$ cat config.mk
export PLATFORM = sky130hd
export DESIGN_NAME = spi_access_arbiter_flat
export DESIGN_NICKNAME = d
export VERILOG_FILES = /design/src/rtl/spi_access_arbiter_pkg.sv /design/src/rtl/spi_access_arbiter_if.sv /design/src/rtl/spi_access_arbiter_rr_priority_pick.sv /design/src/rtl/spi_access_arbiter.sv /design/src/flat_wrapper.sv
export SDC_FILE = /design/constraint.sdc
export NUM_CORES = 1
export LEC_CHECK = 0
export ABC_AREA = 0
export BUFFER_PORTS_ARGS = -buffer_cell sky130_fd_sc_hd__buf_2
export CORE_ASPECT_RATIO = 1.1
export CORE_MARGIN = 8
export CORE_UTILIZATION = 50
export CTS_CLUSTER_SIZE = 16
export DETAILED_ROUTE_END_ITERATION = 16
export GPL_TIMING_DRIVEN = 0
export MAX_ROUTING_LAYER = met4
export PLACE_DENSITY = 0.84
export SLEW_MARGIN = 10
export SYNTH_ARGS = -nofsm -noshare
export SYNTH_HDL_FRONTEND = slang
export SYNTH_SLANG_ARGS = --single-unit
$ cat constraint.sdc
create_clock -name i_clock -period 4.99 [get_ports i_clock]
set_input_delay 0.7485 -clock i_clock [delete_from_list [all_inputs] [get_ports i_clock]]
set_output_delay 0.7485 -clock i_clock [all_outputs]
set_load 0.005 [all_outputs]
$ cat src/rtl/spi_access_arbiter_pkg.sv
// Shared types and constants for the HDP SPI access arbiter.
package spi_arb_pkg;

   localparam int unsigned ADDR_W = 7;
   localparam int unsigned DATA_W = 8;

   typedef enum logic [1:0] {
      s_IDLE,
      s_ISSUE,
      s_WAIT,
      s_COMPLETE
   } arb_state_t;

   // HDP register map entries used by the requesters
   localparam logic [ADDR_W-1:0] HDP_REG_MODE    = 7'h01;
   localparam logic [ADDR_W-1:0] HDP_REG_SROW_LO = 7'h06;
   localparam logic [ADDR_W-1:0] HDP_REG_SROW_HI = 7'h07;
   localparam logic [ADDR_W-1:0] HDP_REG_SCMD    = 7'h08;
   localparam logic [ADDR_W-1:0] HDP_REG_CLOCK   = 7'h09;
   localparam logic [ADDR_W-1:0] HDP_REG_CONFIG  = 7'h78;

endpackage

$ cat src/rtl/spi_access_arbiter_if.sv
// Requester and SPI-engine signal bundle for spi_access_arbiter.
interface spi_access_arbiter_if
   import spi_arb_pkg::*;
#(
   parameter int unsigned NUM_REQ = 3
);

   logic [NUM_REQ-1:0]        i_req;
   logic [NUM_REQ-1:0]        i_write;
   logic [ADDR_W*NUM_REQ-1:0] i_addr;
   logic [DATA_W*NUM_REQ-1:0] i_wdata;
   logic [NUM_REQ-1:0]        o_grant;
   logic [NUM_REQ-1:0]        o_done;
   logic [DATA_W-1:0]         o_rdata;
   logic                      o_error;
   logic                      o_spiTxBegin;
   logic [ADDR_W-1:0]         o_spiTxAddress;
   logic [DATA_W-1:0]         o_spiTxData;
   logic                      o_spiRxBegin;
   logic [ADDR_W-1:0]         o_spiRxAddress;
   logic                      i_spiTxBusy;
   logic                      i_spiRxBusy;
   logic                      i_spiTxDone;
   logic                      i_spiRxDone;
   logic [DATA_W-1:0]         i_spiRxData;

   modport slave (
      input  i_req, i_write, i_addr, i_wdata,
      input  i_spiTxBusy, i_spiRxBusy, i_spiTxDone, i_spiRxDone, i_spiRxData,
      output o_grant, o_done, o_rdata, o_error,
      output o_spiTxBegin, o_spiTxAddress, o_spiTxData, o_spiRxBegin, o_spiRxAddress
   );

   modport master (
      output i_req, i_write, i_addr, i_wdata,
      output i_spiTxBusy, i_spiRxBusy, i_spiTxDone, i_spiRxDone, i_spiRxData,
      input  o_grant, o_done, o_rdata, o_error,
      input  o_spiTxBegin, o_spiTxAddress, o_spiTxData, o_spiRxBegin, o_spiRxAddress
   );

endinterface

$ cat src/rtl/spi_access_arbiter_rr_priority_pick.sv
// Combinational round-robin search: first set request above ptr_i, wrapping.
module rr_priority_pick #(
   parameter int unsigned NUM_REQ = 3,
   localparam int unsigned IDX_W  = $clog2(NUM_REQ)
) (
   input  logic [NUM_REQ-1:0] req_i,
   input  logic [IDX_W-1:0]   ptr_i,
   output logic [NUM_REQ-1:0] gnt_o,
   output logic [IDX_W-1:0]   idx_o,
   output logic               valid_o
);

   int unsigned k;

   // ptr_i itself is searched last, giving the last winner lowest priority
   always_comb begin
      gnt_o   = '0;
      idx_o   = '0;
      valid_o = 1'b0;
      k       = 0;
      for (int unsigned i = 1; i <= NUM_REQ; i++) begin
         k = (32'(ptr_i) + i) % NUM_REQ;
         if (!valid_o && req_i[k]) begin
            gnt_o[k] = 1'b1;
            idx_o    = IDX_W'(k);
            valid_o  = 1'b1;
         end
      end
   end

endmodule

$ cat src/rtl/spi_access_arbiter.sv
// Round-robin sharer of the HDP register-access SPI engine.
// Optional WAIT timeout abort enabled by defining SPI_ARB_TIMEOUT_EN.
module spi_access_arbiter
   import spi_arb_pkg::*;
#(
   parameter int unsigned NUM_REQ        = 3,
   parameter int unsigned TIMEOUT_CYCLES = 4000000
) (
   input logic                 i_clock,
   input logic                 i_resetN,
   spi_access_arbiter_if.slave bus
);

   localparam int unsigned IDX_W = $clog2(NUM_REQ);

   arb_state_t          state_q, state_d;
   logic [IDX_W-1:0]    ptr_q, ptr_d;
   logic [IDX_W-1:0]    idx_q, idx_d;
   logic                write_q, write_d;
   logic [ADDR_W-1:0]   addr_q, addr_d;
   logic [DATA_W-1:0]   wdata_q, wdata_d;
   logic [NUM_REQ-1:0]  grant_q, grant_d;
   logic [NUM_REQ-1:0]  done_q, done_d;
   logic [DATA_W-1:0]   rdata_q, rdata_d;
   logic                txb_q, txb_d;
   logic                rxb_q, rxb_d;

   logic [NUM_REQ-1:0]  pick_gnt;
   logic [IDX_W-1:0]    pick_idx;
   logic                pick_valid;

`ifdef SPI_ARB_TIMEOUT_EN
   localparam int unsigned CNT_W = $clog2(TIMEOUT_CYCLES + 1);
   logic [CNT_W-1:0]    cnt_q, cnt_d;
   logic                error_q, error_d;
`endif

   rr_priority_pick #(.NUM_REQ(NUM_REQ)) u_pick (
      .req_i   (bus.i_req),
      .ptr_i   (ptr_q),
      .gnt_o   (pick_gnt),
      .idx_o   (pick_idx),
      .valid_o (pick_valid)
   );

   always_ff @(posedge i_clock or negedge i_resetN) begin
      if (!i_resetN) begin
         state_q <= s_IDLE;
         ptr_q   <= IDX_W'(NUM_REQ - 1);
         idx_q   <= '0;
         write_q <= 1'b0;
         addr_q  <= '0;
         wdata_q <= '0;
         grant_q <= '0;
         done_q  <= '0;
         rdata_q <= '0;
         txb_q   <= 1'b0;
         rxb_q   <= 1'b0;
`ifdef SPI_ARB_TIMEOUT_EN
         cnt_q   <= '0;
         error_q <= 1'b0;
`endif
      end else begin
         state_q <= state_d;
         ptr_q   <= ptr_d;
         idx_q   <= idx_d;
         write_q <= write_d;
         addr_q  <= addr_d;
         wdata_q <= wdata_d;
         grant_q <= grant_d;
         done_q  <= done_d;
         rdata_q <= rdata_d;
         txb_q   <= txb_d;
         rxb_q   <= rxb_d;
`ifdef SPI_ARB_TIMEOUT_EN
         cnt_q   <= cnt_d;
         error_q <= error_d;
`endif
      end
   end

   always_comb begin
      state_d = state_q;
      ptr_d   = ptr_q;
      idx_d   = idx_q;
      write_d = write_q;
      addr_d  = addr_q;
      wdata_d = wdata_q;
      grant_d = grant_q;
      rdata_d = rdata_q;
      done_d  = '0;
      txb_d   = 1'b0;
      rxb_d   = 1'b0;
`ifdef SPI_ARB_TIMEOUT_EN
      cnt_d   = cnt_q;
      error_d = 1'b0;
`endif
      unique case (state_q)
         s_IDLE: begin
            if (pick_valid && !bus.i_spiTxBusy && !bus.i_spiRxBusy) begin
               idx_d   = pick_idx;
               write_d = bus.i_write[pick_idx];
               addr_d  = bus.i_addr[ADDR_W*pick_idx +: ADDR_W];
               wdata_d = bus.i_wdata[DATA_W*pick_idx +: DATA_W];
               grant_d = pick_gnt;
               txb_d   = bus.i_write[pick_idx];
               rxb_d   = !bus.i_write[pick_idx];
               state_d = s_ISSUE;
            end
         end
         s_ISSUE: begin
`ifdef SPI_ARB_TIMEOUT_EN
            cnt_d = '0;
`endif
            state_d = s_WAIT;
         end
         s_WAIT: begin
            if (write_q ? bus.i_spiTxDone : bus.i_spiRxDone) begin
               rdata_d        = write_q ? '0 : bus.i_spiRxData;
               done_d[idx_q]  = 1'b1;
               state_d        = s_COMPLETE;
            end
`ifdef SPI_ARB_TIMEOUT_EN
            else if (cnt_q == CNT_W'(TIMEOUT_CYCLES - 1)) begin
               rdata_d       = '0;
               error_d       = 1'b1;
               done_d[idx_q] = 1'b1;
               state_d       = s_COMPLETE;
            end else begin
               cnt_d = cnt_q + 1'b1;
            end
`endif
         end
         s_COMPLETE: begin
            ptr_d   = idx_q;
            grant_d = '0;
            state_d = s_IDLE;
         end
         default: state_d = s_IDLE;
      endcase
   end

   assign bus.o_grant        = grant_q;
   assign bus.o_done         = done_q;
   assign bus.o_rdata        = rdata_q;
   assign bus.o_spiTxBegin   = txb_q;
   assign bus.o_spiTxAddress = addr_q;
   assign bus.o_spiTxData    = wdata_q;
   assign bus.o_spiRxBegin   = rxb_q;
   assign bus.o_spiRxAddress = addr_q;
`ifdef SPI_ARB_TIMEOUT_EN
   assign bus.o_error        = error_q;
`else
   assign bus.o_error        = 1'b0;
`endif

endmodule
$ cat src/flat_wrapper.sv
// flat-port wrapper written by rule: the top's interface ports become plain ports
module spi_access_arbiter_flat import spi_arb_pkg::*;
#(
   parameter int unsigned NUM_REQ        = 3,
   parameter int unsigned TIMEOUT_CYCLES = 4000000
)
  (i_clock, i_resetN, bus_i_req, bus_i_write, bus_i_addr, bus_i_wdata, bus_i_spiTxBusy, bus_i_spiRxBusy, bus_i_spiTxDone, bus_i_spiRxDone, bus_i_spiRxData, bus_o_grant, bus_o_done, bus_o_rdata, bus_o_error, bus_o_spiTxBegin, bus_o_spiTxAddress, bus_o_spiTxData, bus_o_spiRxBegin, bus_o_spiRxAddress);
  spi_access_arbiter_if #(.NUM_REQ(NUM_REQ)) bus_i ();
  input logic i_clock;
  input logic i_resetN;
  input wire logic [$bits(bus_i.i_req)-1:0] bus_i_req;
  input wire logic [$bits(bus_i.i_write)-1:0] bus_i_write;
  input wire logic [$bits(bus_i.i_addr)-1:0] bus_i_addr;
  input wire logic [$bits(bus_i.i_wdata)-1:0] bus_i_wdata;
  input wire logic [$bits(bus_i.i_spiTxBusy)-1:0] bus_i_spiTxBusy;
  input wire logic [$bits(bus_i.i_spiRxBusy)-1:0] bus_i_spiRxBusy;
  input wire logic [$bits(bus_i.i_spiTxDone)-1:0] bus_i_spiTxDone;
  input wire logic [$bits(bus_i.i_spiRxDone)-1:0] bus_i_spiRxDone;
  input wire logic [$bits(bus_i.i_spiRxData)-1:0] bus_i_spiRxData;
  output wire logic [$bits(bus_i.o_grant)-1:0] bus_o_grant;
  output wire logic [$bits(bus_i.o_done)-1:0] bus_o_done;
  output wire logic [$bits(bus_i.o_rdata)-1:0] bus_o_rdata;
  output wire logic [$bits(bus_i.o_error)-1:0] bus_o_error;
  output wire logic [$bits(bus_i.o_spiTxBegin)-1:0] bus_o_spiTxBegin;
  output wire logic [$bits(bus_i.o_spiTxAddress)-1:0] bus_o_spiTxAddress;
  output wire logic [$bits(bus_i.o_spiTxData)-1:0] bus_o_spiTxData;
  output wire logic [$bits(bus_i.o_spiRxBegin)-1:0] bus_o_spiRxBegin;
  output wire logic [$bits(bus_i.o_spiRxAddress)-1:0] bus_o_spiRxAddress;
  assign bus_i.i_req = bus_i_req;
  assign bus_i.i_write = bus_i_write;
  assign bus_i.i_addr = bus_i_addr;
  assign bus_i.i_wdata = bus_i_wdata;
  assign bus_i.i_spiTxBusy = bus_i_spiTxBusy;
  assign bus_i.i_spiRxBusy = bus_i_spiRxBusy;
  assign bus_i.i_spiTxDone = bus_i_spiTxDone;
  assign bus_i.i_spiRxDone = bus_i_spiRxDone;
  assign bus_i.i_spiRxData = bus_i_spiRxData;
  assign bus_o_grant = bus_i.o_grant;
  assign bus_o_done = bus_i.o_done;
  assign bus_o_rdata = bus_i.o_rdata;
  assign bus_o_error = bus_i.o_error;
  assign bus_o_spiTxBegin = bus_i.o_spiTxBegin;
  assign bus_o_spiTxAddress = bus_i.o_spiTxAddress;
  assign bus_o_spiTxData = bus_i.o_spiTxData;
  assign bus_o_spiRxBegin = bus_i.o_spiRxBegin;
  assign bus_o_spiRxAddress = bus_i.o_spiRxAddress;
  spi_access_arbiter #(.NUM_REQ(NUM_REQ), .TIMEOUT_CYCLES(TIMEOUT_CYCLES)) u_core (.i_clock(i_clock), .i_resetN(i_resetN), .bus(bus_i));
endmodule
======== Word-level counts from Yosys, hierarchy flattened ========
Cells that the tools add are included.
word-level totals
  bits in registers ....................... 38
  latch bits .............................. 0
  bits in writable memories ............... 0
  memory bits (read-only) ................. 0
  bits of input ports ..................... 65
  output and inout bits ................... 39
  word-level logic and storage cells ...... 93
  memories kept ........................... 0
cells by class
  add/subtract/negate cells ............... 3
  $mul .................................... 1
  div/mod/pow operators ................... 3
  $lt $le $gt $ge ......................... 9
  eq/ne operators ......................... 5
  shift-type cells ........................ 2
  mux-type cells .......................... 38
  bitwise operators ....................... 2
  reductions and logical operators ........ 19
operators by type and width
  kind                     number
  $ge A32 B1 Y1 const B    3
  $lt A32 B3 Y1 const B    3
  $mod A32 B2 Y32 const B  3
  $shiftx A24 B6 Y8        1
  $shiftx A21 B6 Y7        1
  $mux W3                  6
  $mux W1                  16
  $mux W2                  5
  $bmux W1 S2              4
  $demux W1 S2             4
  $logic_and A1 B1 Y1      8
  $mux W8                  1
  $pmux W2 S4              1
  $reduce_and A2 Y1        4
  $add A2 B2 Y3 const B    2
  $lt A2 B3 Y1 const B     2
  $or A3 B3 Y3             2
  $pmux W3 S2              1
  $logic_not A1 Y1         5
  $mul A3 B2 Y5 const A    1
  $eq A2 B2 Y1 const B     2
  $ne A2 B1 Y1 const B     2
  $add A2 B1 Y3 const B    1
  $eq A2 B1 Y1 const B     1
  other kinds (3)          3

======== Longest topological paths before layout ========
  word-level depth ........................ 16
  gate-level depth with buffers ........... 11
  mapped depth without buffers ............ 8

======== By module ========
From an unflattened synthesis, not the netlist that was laid out.
unflattened totals
  cell total of the unflattened synthesis .. 230
  area, all modules ....................... 2349.8 µm²
by module, submodules not included
  module              instances  cells an instance  area each (µm²)  sequential area each (µm²)
  spi_access_arbiter  1          190                2068.2           952.2
  rr_priority_pick    1          40                 281.5            0.0

======== Worst setup path before layout ========
Ideal clock, no wire load.
  path kind ............................... flip-flop to flip-flop
  start ................................... register u_core.ptr_q[1]
  end ..................................... register u_core.rxb_q (netlist: u_core.bus.o_spiRxBegin)
  data arrival time ....................... 2.104 ns
  data required time ...................... 4.868 ns
  setup slack ............................. 2.764 ns
  cell stages (with the launch flop) ...... 10
  path buffers ............................ 2
  cells stage by stage .................... dfstp_2 -> inv_1 -> ha_1 -> buf_2 -> a21oi_1 -> a22oi_2 -> o41ai_2 -> buf_2 -> nor2_1 -> a32o_1
between the ends
  cells in the longest elaborated chain, start to end .. 16
  elaborated cells between the ends (all ways) .. 29
  those cells by class .................... 3 x add/sub; 3 x div; 16 x mux; 7 x reduce/logical
ends and longest elaborated chain
  what                           line                                       text
  start: declaration             spi_access_arbiter.sv:17                   logic [IDX_W-1:0] ptr_q, ptr_d;
  start signal: assignment       spi_access_arbiter.sv:49                   ptr_q <= IDX_W'(NUM_REQ - 1);
  start signal: assignment       spi_access_arbiter.sv:65                   ptr_q <= ptr_d;
  $add A2 B1 Y3                  spi_access_arbiter_rr_priority_pick.sv:22  k = (32'(ptr_i) + i) % NUM_REQ;
  $mod A32 B2 Y32                spi_access_arbiter_rr_priority_pick.sv:22
  $bmux W1 S2                    spi_access_arbiter_rr_priority_pick.sv:23  if (!valid_o && req_i[k]) begin
  $mux W1 (not written as such)  spi_access_arbiter_rr_priority_pick.sv:23
  $mux W1                        spi_access_arbiter_rr_priority_pick.sv:23
  $logic_not A1 Y1               spi_access_arbiter_rr_priority_pick.sv:23
  $logic_and A1 B1 Y1            spi_access_arbiter_rr_priority_pick.sv:23
  $mux W1                        spi_access_arbiter_rr_priority_pick.sv:23
  $logic_not A1 Y1               spi_access_arbiter_rr_priority_pick.sv:23
  $logic_and A1 B1 Y1            spi_access_arbiter_rr_priority_pick.sv:23
  $mux W2                        spi_access_arbiter_rr_priority_pick.sv:23
  $bmux W1 S2                    spi_access_arbiter.sv:107                  rxb_d = !bus.i_write[pick_idx];
  $mux W1 (not written as such)  spi_access_arbiter.sv:107
  $logic_not A1 Y1               spi_access_arbiter.sv:107
  $mux W1 (*)                    spi_access_arbiter.sv:100                  if (pick_valid && !bus.i_spiTxBusy && !bus.i_spiRxBusy) begin
  $mux W1 (*)                    spi_access_arbiter.sv:98                   unique case (state_q)
  named net u_core.rxb_d         spi_access_arbiter.sv:26                   logic rxb_q, rxb_d;
  end signal: assignment         spi_access_arbiter.sv:74                   rxb_q <= rxb_d;
  end: declaration               spi_access_arbiter.sv:26
The timed path passes the listed nets; every way through them passes the cells marked *. The select of a mux whose other input is x is not followed.
A chain may end at the register's enable or synchronous reset.

======== Worst setup path in the final report ========
  start ................................... register u_core.ptr_q[0]
  end ..................................... register u_core.state_q[1]
between the ends
  cells in the longest elaborated chain, start to end .. 15
  elaborated cells between the ends (all ways) .. 23
  those cells by class .................... 3 x add/sub; 3 x div; 1 x eq/ne; 9 x mux; 7 x reduce/logical
ends and longest elaborated chain
  what                                    line                                       text
  $add A2 B1 Y3                           spi_access_arbiter_rr_priority_pick.sv:22
  $mod A32 B2 Y32                         spi_access_arbiter_rr_priority_pick.sv:22
  $bmux W1 S2                             spi_access_arbiter_rr_priority_pick.sv:23
  $mux W1 (not written as such)           spi_access_arbiter_rr_priority_pick.sv:23
  $mux W1                                 spi_access_arbiter_rr_priority_pick.sv:23
  $logic_not A1 Y1                        spi_access_arbiter_rr_priority_pick.sv:23
  $logic_and A1 B1 Y1                     spi_access_arbiter_rr_priority_pick.sv:23
  $mux W1                                 spi_access_arbiter_rr_priority_pick.sv:23
  $logic_not A1 Y1                        spi_access_arbiter_rr_priority_pick.sv:23
  $logic_and A1 B1 Y1                     spi_access_arbiter_rr_priority_pick.sv:23
  $mux W1 (*)                             spi_access_arbiter_rr_priority_pick.sv:23
  $logic_and A1 B1 Y1 (*) (2 in a row)    spi_access_arbiter.sv:100
  $ne A2 B1 Y1 (no source line) (*)       --
  $reduce_and A2 Y1 (no source line) (*)  --
  end signal: assignment                  spi_access_arbiter.sv:48                   state_q <= s_IDLE;
  end signal: assignment                  spi_access_arbiter.sv:64                   state_q <= state_d;
  end: declaration                        spi_access_arbiter.sv:16                   arb_state_t state_q, state_d;
Mark *: on every way between the ends. The rest lies on a longest branch, timed or not. The select of a mux whose other input is x is not followed.

==> reports/results.txt <==
Status - completed
NumNets Final - 431
EDFF count, synth - 0
Final Hold Fails - 0
FMAX - 0.387 GHz
RSZ-0062 raised after global routing - no
Psw - 0.000797 W
Synthesized area - 0.00237 mm^2
Slew HR - 0.448
Clk buf depth - 2
Layout cell share with drive strength beyond 1 - 0.373
Pin count of the biggest net entering global routing - 39
Net count after synthesis - 322
Port Buffer Count - 102
Crit. End Element - register
DR WL/cell - 16.4 um
Hold crit path type - reg -> reg
Worst EP required - 5.16 ns
DR pass1 iterations - 4
Cell Pwr Density - 611 mW/mm^2
Top cells by area, synth - dfrtp_1 39%, mux2i_1 7.6%, a32oi_1 6.3%, and3_1 4.2%, ha_1 4.2%
Routed wire length - 6790 um
Async S/R FF share, synth - 1.00
Seq pwr share - 0.277
Setup repair bufs after CTS - 0
Sw frac - 0.429
Die area - 0.00719 mm^2
Resized cells post-CTS - 0
Post-place setup slack - 2.39 ns
Vias in the first global route - 2424
Initial Utilization - 0.512
Min setup slack post-route - 2.40 ns
Clock-pin slew on the worst setup and hold paths - 0.07 ns
First-pass GRT wire length - 11000 um
Skew final - 0.00421 ns
Slew @ Worst Pin - 0.828 ns
Placer Congestion - 0.913
I/O Pins - 104
Slowest stage delay, CP - 0.40 ns
Clock sink total - 38
Total number of vias - 2317
GRT overflow - 0
Cells after Synth - 249
Antenna Nets Post-Route - 0
CTS Root Cell - clkbuf_8
Floorplan row count - 26
Htree depth - 2
Clock share of power - 0.115
Yosys top cell by area - dfrtp_1
DR vias/cell - 5.58
Worst-Skew Late Latency - 0.28 ns
Synth unique cells - 46
CTS Hold Buffers Added - 0
CP arrival - 2.76 ns
Area grow syn2layout - 28.4%
Leak - 1.61 nW
Max Cap Viol - 0
HPWL Detailed - 5430 um
Number of synthesized register bits - 38
CP Max Fanout - 9
Mapped Avg Cell Area - 9.51 um^2
CTS tree - done
CP Launch Type - register
Gr usage total - 0.197
DRT iter0 DRCs - 108
Worst Path Buf+Inv - 1
TritonCTS Buffers - 5
Max VDD drop - 0.000319 V
Fin crit share - 0.518
Ys Warns - 0
Final Max Slew Viols - 0
Top delay family on crit path - compound AO/OA/AOI/OAI gates
Crit Path Class - reg -> reg
Initial antenna violation count - 0
Combinational Power Share - 0.608
Die Width - 81.6 um
DRC errors left - 0
Final min period - 2.59 ns
Slowest cell on crit path - ha_1
Sum Neg Setup Slack - 0 ns
Main synth FF type - dfrtp_1
Placeable Area - 0.00462 mm^2
Cell breakdown of the critical path - inv_1 > ha_1 > mux2i_1 > o22a_1 > nand3b_2 > a21boi_0 > nor2_1 > mux2_2
Vert. Die Dim - 88.2 um
Area share of the largest cell type after synthesis - 0.391
# setup viols final - 0
Int Pwr - 0.00106 W
N_diodes - 0
Fraction of the yosys area taken by sequential cells - 0.402
kinds of logic after synthesis:
kind of cell,count (synthesis),synth area share
buf+inv,33,0.0798
flops,38,0.402
mux,20,0.0856
other cells,1,0.00158
simple gates,71,0.165
compound gates,78,0.224
fa+ha+maj,8,0.0423
worst min-delay path: stages (launching register included):
cell and delay (ns):
dfrtp_1 0.34, nand2_1 0.04, o21ai_0 0.06
placed cells by master (no fill, tap or decap), types with 10 or more instances in the layout:
cell | netlist | layout
dfrtp_1 | 37 | 37
clkbuf_1 | 9 | 10
a32oi_1 | 17 | 17
buf_4 | 10 | 10
o21ai_0 | 20 | 20
nand2b_1 | 11 | 11
and3_1 | 16 | 16
buf_2 | 4 | 106
nand2_1 | 16 | 16
mux2i_1 | 18 | 18
o21ai_1 | 13 | 13
power groups by stage:
| stage | Combinational [W] | Sequential, W | Clock (W) |
|---|---|---|---|
| after detailed placement | 0.00113 | 0.000520 | 0 |
| after global placement | 0.00110 | 0.000515 | 0 |
| after floorplan | 0.000782 | 0.000518 | 0 |
| after global routing | 0.00125 | 0.000535 | 0.000232 |
| after CTS | 0.00114 | 0.000515 | 0.000216 |
| final | 0.00113 | 0.000515 | 0.000213 |
area by class of cell:
type / count / area (um^2)
Clock inverter: 1 / 5.00
Tap cell: 56 / 70.1
Inverter: 7 / 26.3
Buffer: 26 / 163
Fill cell: 409 / 1580
Clock buffer: 7 / 86.3
Sequential cell: 38 / 952
Timing Repair Buffer: 102 / 510
Multi-Input combinational cell: 178 / 1230
through the flow:
step,util,instance area [um^2],power (W),cells,hold WS (ns)
global route,0.658,3040,0.00202,415,0.506
global placement,0.638,2950,0.00162,407,0.459
CTS,0.658,3040,0.00187,415,0.483
detailed placement,0.638,2950,0.00165,407,0.467
floorplan,-,2370,0.00130,249,0.453
finish,0.658,3040,0.00186,415,0.476
cells in the mapped netlist (2+ instances only):
master     n
clkbuf_1   9
nor3_1     3
nor2b_1    2
buf_6      3
inv_1      6
a21o_1     2
ha_1       8
o21ai_0   20
o32a_1     2
buf_4     10
mux2i_1   18
a211oi_1   2
a21oi_1    8
o21ai_1   13
mux2_2     2
nor2_1     8
nand3b_1   2
dfrtp_1   37
and3_1    16
nor3b_1    4
nand3_1    4
buf_2      4
nand2b_1  11
a32oi_1   17
o22ai_1    2
nand2_1   16
layer usage:
layer  vias up  track usage  wire length, um
li1       1129            -                -
met3        19       0.0349              277
met4         0       0.0847              157
met2        70        0.330             3650
met1      1099        0.224             2700
met5         -            -                0
final timing paths:
| path | slack [ns] | from | depth (start not counted) | endpoint |
|---|---|---|---|---|
| worst max-delay path | 2.40 | u_core.ptr_q[0]$_DFFE_PN0P_ | 8 | u_core.state_q[1]$_DFFE_PN0P_ |
| worst min-delay path | 0.48 | u_core.bus.o_rdata[2]$_DFFE_PN0P_ | 2 | u_core.bus.o_rdata[2]$_DFFE_PN0P_ |
| worst max register to register | 2.40 | u_core.ptr_q[0]$_DFFE_PN0P_ | 8 | u_core.state_q[1]$_DFFE_PN0P_ |
| worst min register to register | 0.48 | u_core.bus.o_rdata[2]$_DFFE_PN0P_ | 2 | u_core.bus.o_rdata[2]$_DFFE_PN0P_ |
| max in group asynchronous | 3.91 | i_resetN | 1 | u_core.bus.o_spiRxAddress[0]$_DFFE_PN0P_ |
| min in group asynchronous | 0.56 | i_resetN | 1 | u_core.bus.o_rdata[2]$_DFFE_PN0P_ |
state kept, by name, summed over array words and instances, names as in the netlist, 2 cells and up:
register                   flops
u_core.bus.o_done              3
u_core.bus.o_grant             3
u_core.bus.o_rdata             8
u_core.bus.o_spiRxAddress      7
u_core.bus.o_spiTxData         8
u_core.idx_q                   2
u_core.ptr_q                   2
u_core.state_q                 2
(Power assumes the default switching activity.)
